File: config.mk
export PLATFORM = sky130hd
export DESIGN_NAME = trim_deadband
export DESIGN_NICKNAME = d
export VERILOG_FILES = /design/src/rtl/trim_deadband.sv
export SDC_FILE = /design/constraint.sdc
export NUM_CORES = 1
export LEC_CHECK = 0
export ABC_AREA = 1
export BUFFER_PORTS_ARGS = -buffer_cell sky130_fd_sc_hd__buf_2
export CORE_MARGIN = 4
export CORE_UTILIZATION = 58
export DETAILED_ROUTE_END_ITERATION = 8
export PLACE_DENSITY = 0.78
export SLEW_MARGIN = 15
export SYNTH_ARGS = -nofsm -noshare
export SYNTH_HDL_FRONTEND = slang
export SYNTH_SLANG_ARGS = --single-unit
File: constraint.sdc
create_clock -name clock -period 1.4 [get_ports clock]
set_input_delay 0.35 -clock clock [delete_from_list [all_inputs] [get_ports clock]]
set_output_delay 0.35 -clock clock [all_outputs]
set_load 0.05 [all_outputs]
File: src/rtl/trim_deadband.sv
// Purpose : two-channel complementary gate-drive generator with a dead band
//           between the high-side (p) and low-side (n) drive of each channel.
// Latency : n falls one edge after in=1 is sampled, p rises DeadTime edges
//           later; p falls one edge after in=0 is sampled, n rises DeadTime
//           edges later.
// Backpressure: none. The outputs follow the inputs every cycle.
//
// Ports:
//   clock               single clock domain
//   reset               synchronous, active-high; forces both channels to the
//                       dead state and clears the kill latch
//   en                  hardware enable; low holds both channels dead
//   kill                fault kill request (used only with TRIM_DEADBAND_KILL_EN)
//   pwm1, pwm2          raw PWM inputs, already registered upstream in this domain
//   pwm1_p / pwm1_n     channel-1 high-side / low-side drive
//   pwm2_p / pwm2_n     channel-2 high-side / low-side drive
//   killed              kill latch status (constant 0 without the kill feature)
//
// Build option: define TRIM_DEADBAND_KILL_EN to build the kill latch.
// Without it the kill input is ignored and killed reads 0.

module trim_deadband #(
  parameter logic [7:0] DeadTime = 8'd4  // dead-band length in cycles, 1..255
) (
  input  logic clock,
  input  logic reset,
  input  logic en,
  input  logic kill,
  input  logic pwm1,
  input  logic pwm2,
  output logic pwm1_p,
  output logic pwm1_n,
  output logic pwm2_p,
  output logic pwm2_n,
  output logic killed
);

  // LOW: n driven. DR: dead band on the rising side.
  // HIGH: p driven. DF: dead band on the falling side.
  typedef enum logic [1:0] {
    ST_LOW  = 2'd0,
    ST_DR   = 2'd1,
    ST_HIGH = 2'd2,
    ST_DF   = 2'd3
  } state_e;

  // The counter starts at 0 on entry to a dead state. It reaches this value
  // on the DeadTime-th cycle in that state, so the exit happens exactly
  // DeadTime edges after entry.
  localparam logic [7:0] CntLast = DeadTime - 8'd1;

  // When hold is high, both channels are parked in DF with a cleared counter.
  // When hold drops, each channel has to wait out a full dead band before
  // it asserts any drive.
  logic hold;

`ifdef TRIM_DEADBAND_KILL_EN
  logic killed_q;
  logic killed_d;

  // kill wins over the clear condition. If kill and en=0 arrive together,
  // the latch stays set.
  always_comb begin
    killed_d = killed_q;
    if (kill) begin
      killed_d = 1'b1;
    end else if (!en) begin
      killed_d = 1'b0;
    end
  end

  always_ff @(posedge clock) begin
    if (reset) begin
      killed_q <= 1'b0;
    end else begin
      killed_q <= killed_d;
    end
  end

  // The kill input holds the channels directly. This makes the drives go
  // off on the same edge that sets the latch, not one cycle later.
  assign hold   = !en || kill || killed_q;
  assign killed = killed_q;
`else
  logic unused_kill;
  assign unused_kill = kill;
  assign hold        = !en;
  assign killed      = 1'b0;
`endif

  logic [1:0] pwm_in;
  logic [1:0] drv_p;
  logic [1:0] drv_n;

  assign pwm_in = {pwm2, pwm1};

  for (genvar ch = 0; ch < 2; ch++) begin : g_ch
    state_e     state_q;
    state_e     state_d;
    logic [7:0] cnt_q;
    logic [7:0] cnt_d;
    logic       p_q;
    logic       n_q;
    logic       in_w;

    assign in_w = pwm_in[ch];

    always_comb begin
      state_d = state_q;
      cnt_d   = cnt_q;
      if (hold) begin
        state_d = ST_DF;
        cnt_d   = 8'd0;
      end else begin
        case (state_q)
          ST_LOW: begin
            if (in_w) begin
              state_d = ST_DR;
              cnt_d   = 8'd0;
            end
          end
          ST_DR: begin
            // If the input drops during the rising dead band, the channel
            // turns straight into a falling dead band. This gives a glitch
            // a dead period only and never a p pulse.
            if (!in_w) begin
              state_d = ST_DF;
              cnt_d   = 8'd0;
            end else if (cnt_q == CntLast) begin
              state_d = ST_HIGH;
              cnt_d   = 8'd0;
            end else begin
              cnt_d = cnt_q + 8'd1;
            end
          end
          ST_HIGH: begin
            if (!in_w) begin
              state_d = ST_DF;
              cnt_d   = 8'd0;
            end
          end
          ST_DF: begin
            if (in_w) begin
              state_d = ST_DR;
              cnt_d   = 8'd0;
            end else if (cnt_q == CntLast) begin
              state_d = ST_LOW;
              cnt_d   = 8'd0;
            end else begin
              cnt_d = cnt_q + 8'd1;
            end
          end
          default: begin
            state_d = ST_DF;
            cnt_d   = 8'd0;
          end
        endcase
      end
    end

    // The drive flops are decoded from the next state. They change together
    // with state_q, so the pins come straight from flops. They can never
    // both be 1, because ST_HIGH and ST_LOW are distinct states.
    always_ff @(posedge clock) begin
      if (reset) begin
        state_q <= ST_DF;
        cnt_q   <= 8'd0;
        p_q     <= 1'b0;
        n_q     <= 1'b0;
      end else begin
        state_q <= state_d;
        cnt_q   <= cnt_d;
        p_q     <= (state_d == ST_HIGH);
        n_q     <= (state_d == ST_LOW);
      end
    end

    assign drv_p[ch] = p_q;
    assign drv_n[ch] = n_q;
  end

  assign pwm1_p = drv_p[0];
  assign pwm1_n = drv_n[0];
  assign pwm2_p = drv_p[1];
  assign pwm2_n = drv_n[1];

endmodule

==> reports/summary.txt <==
Final setup vio count - 0
Min-Delay Path Depth - 4
ANT cells - 0
Residual DRC count - 0
Mean Syn Cell Area - 7.29 sq um
Dpl hpwl - 1880 um
Largest net degree at the start of global routing - 14
Distinct cells, synth - 26
Row count - 17
CTS max path bufs - 2
Final period util - 0.938
Clock-pin transition on the worst setup and hold timing paths - 0.13 ns
CTS tree - yes
TNS Setup - 0 ns
WP buf/inv - 0
CTS H-Tree Depth - 1
Port buffer count - 8
Synth Net Count - 190
Routability congestion estimate - 0.780
Max-cap viol count - 0
Startpoint type of the worst setup path - flip-flop
Leakage Power - 0.641 nW
Residual overflow from global routing - 0
Root Buffer - clkbuf_4
Post-Syn Area - 0.00133 sq mm
Fin crit period - 1.31 ns
Die Y-Extent - 55.8 um
Final hold vios - 0
Critical path depth in cells - 6
Layout cells sized above 1 - 0.282
Sink Count - 24
Utilization after layout - 0.665
Final #Nets - 204
Clk_skew - 0.00721 ns
Worst path required time - 1.65 ns
Pwr dens - 794 mW/mm^2
Max FO, Critical Path - 8
Slew Viols, Final - 0
DR vias - 1142
Number of setup buffers added after CTS - 0
Starting density of the core - 0.606
Crit-path max cell delay - 0.36 ns
DR vias/cell - 5.12
First-pass GRT wire length - 4520 um
Peak VDD IR - 0.000622 V
Commonest non-fill, non-tap cell in the layout - nand2_1
Initial DRC Count - 23
Detailed Route WL - 2450 um
Clk_lat worst skew - 0.32 ns
Initial antenna violation count - 0
Area Growth Syn to Fin - 9.71%
Die area - 0.00312 sq mm
RSZ-0062 raised after global routing - yes
Seq cells post-synth - 24
FMAX - 761 MHz
Most frequent cells in the layout - nand2_1, inv_1, dfxtp_1
Vias in the first global route - 1101
Mapped Cells - 182
Non-filler cells, final - 223
Worst reg2reg path depth - 6
Core Area - 0.00219 sq mm
Total number of yosys warnings - 0
Sequential element share of the synthesized area - 0.362
Crit-path leading delay family - compound AO/OA/AOI/OAI gates
Worst path slowest cell - dfxtp_2
Final ANT Viol Nets - 0
Iteration count of the initial detailed-routing pass - 4
Die Span X - 55.8 um
Hold/Removal Path Class - input pin to flip-flop
TritonCTS Buffers - 3
Crit path arrival time - 1.57 ns
Drt wl/cell - 11.0 um
Crit path cell chain - ha_1, nand2_1, nor2_4, a21oi_4, nand3_1, a21oi_1
Gr usage total - 0.176
Placed cells - 219
Setup crit end kind - flip-flop
Ports - 11
Kind of critical path - flip-flop to flip-flop
Outcome - finished clean
[logic make-up (layout without fill, tap and decap cells)]
logic type | count (synthesis) | count (layout) | synth area share
xor gates and xnor gates | 3 | 3 | 0.0198
DFF | 24 | 24 | 0.362
adders and majority gates | 2 | 2 | 0.0188
other | 1 | 1 | 0.00282
buffers and inverters | 31 | 44 | 0.0914
and+or+nand+nor | 97 | 97 | 0.390
AOI/OAI and AO/OA | 24 | 24 | 0.115
[flip-flops by register name, summed over array words and instances, names as in the netlist]
name and count:
g_ch.cnt_q 16, g_ch.state_q 4, pwm1_n 1, pwm1_p 1, pwm2_n 1, pwm2_p 1
[cell usage after synthesis, drive strengths merged]
cell   instances  area [sq um]
xnor2          1          8.76
a21oi         14          88.8
xor2           2          17.5
inv           29           109
o21ai          9          56.3
dfxtp         24           480
nand4          5          31.3
buf            2          12.5
nor3           1          10.0
nor2          21           124
ha             2          25.0
nand3         16           105
o21a           1          7.51
nand2         54           248
conb           1          3.75
[per-stage QoR]
stage                     instance area, sq um  setup slack, ns  hold slack [ns]  total power (W)
after CTS                                 1450           0.0498            0.382          0.00116
after floorplan                           1330            0.196            0.456         0.000779
after detailed placement                  1410           0.0891            0.485         0.000799
after global placement                    1410            0.146            0.472         0.000795
after global routing                      1460         -0.00589            0.400          0.00122
final                                     1460           0.0867            0.397          0.00116
[worst paths after layout]
kind	startpoint	to	slack, ns
worst max-delay path	g_ch[0].cnt_q[0]$_SDFFE_PP0P_	g_ch[0].cnt_q[4]$_SDFFE_PP0P_	0.09
worst min-delay path	pwm2	pwm2_p$_SDFF_PP0_	0.40
worst max register to register	g_ch[0].cnt_q[0]$_SDFFE_PP0P_	g_ch[0].cnt_q[4]$_SDFFE_PP0P_	0.09
worst min register to register	g_ch[0].cnt_q[1]$_SDFFE_PP0P_	g_ch[0].cnt_q[1]$_SDFFE_PP0P_	0.50
[repair_timing]
action / CTS / global route
gates resized for setup: 0 / 3
hold buffers: 0 / 0
setup endpoints to repair: 0 / 6
[layout make-up]
| class | instances | area [sq um] |
|---|---|---|
| fill | 191 | 734 |
| multi-input combinational | 127 | 731 |
| sequential | 24 | 483 |
| inverter | 29 | 109 |
| timing repair buffer | 11 | 62.6 |
| clock buffer | 4 | 36.3 |
| tap | 28 | 35.0 |
[metal layers]
layer	share of wire	vias to the layer above	track usage
met1	0.46	527	0.223
met4	0.012	0	0.0508
met2	0.50	17	0.296
li1	-	594	-
met5	0	-	0
met3	0.033	4	0.0441
[report_power, final]
group	internal [W]	total (W)	switching, W
logic	0.0000312	0.0000895	0.0000583
clock network	0.000159	0.000371	0.000212
registers	0.000690	0.000696	0.00000596
total	0.000880	0.00116	0.000277
[worst register-to-register path, stage by stage (launching register included)]
cell	delay [ns]
dfxtp_2	0.36
ha_1	0.22
nand2_1	0.12
nor2_4	0.06
a21oi_4	0.23
nand3_1	0.12
a21oi_1	0.14
Power figures use the tool's default switching activity.
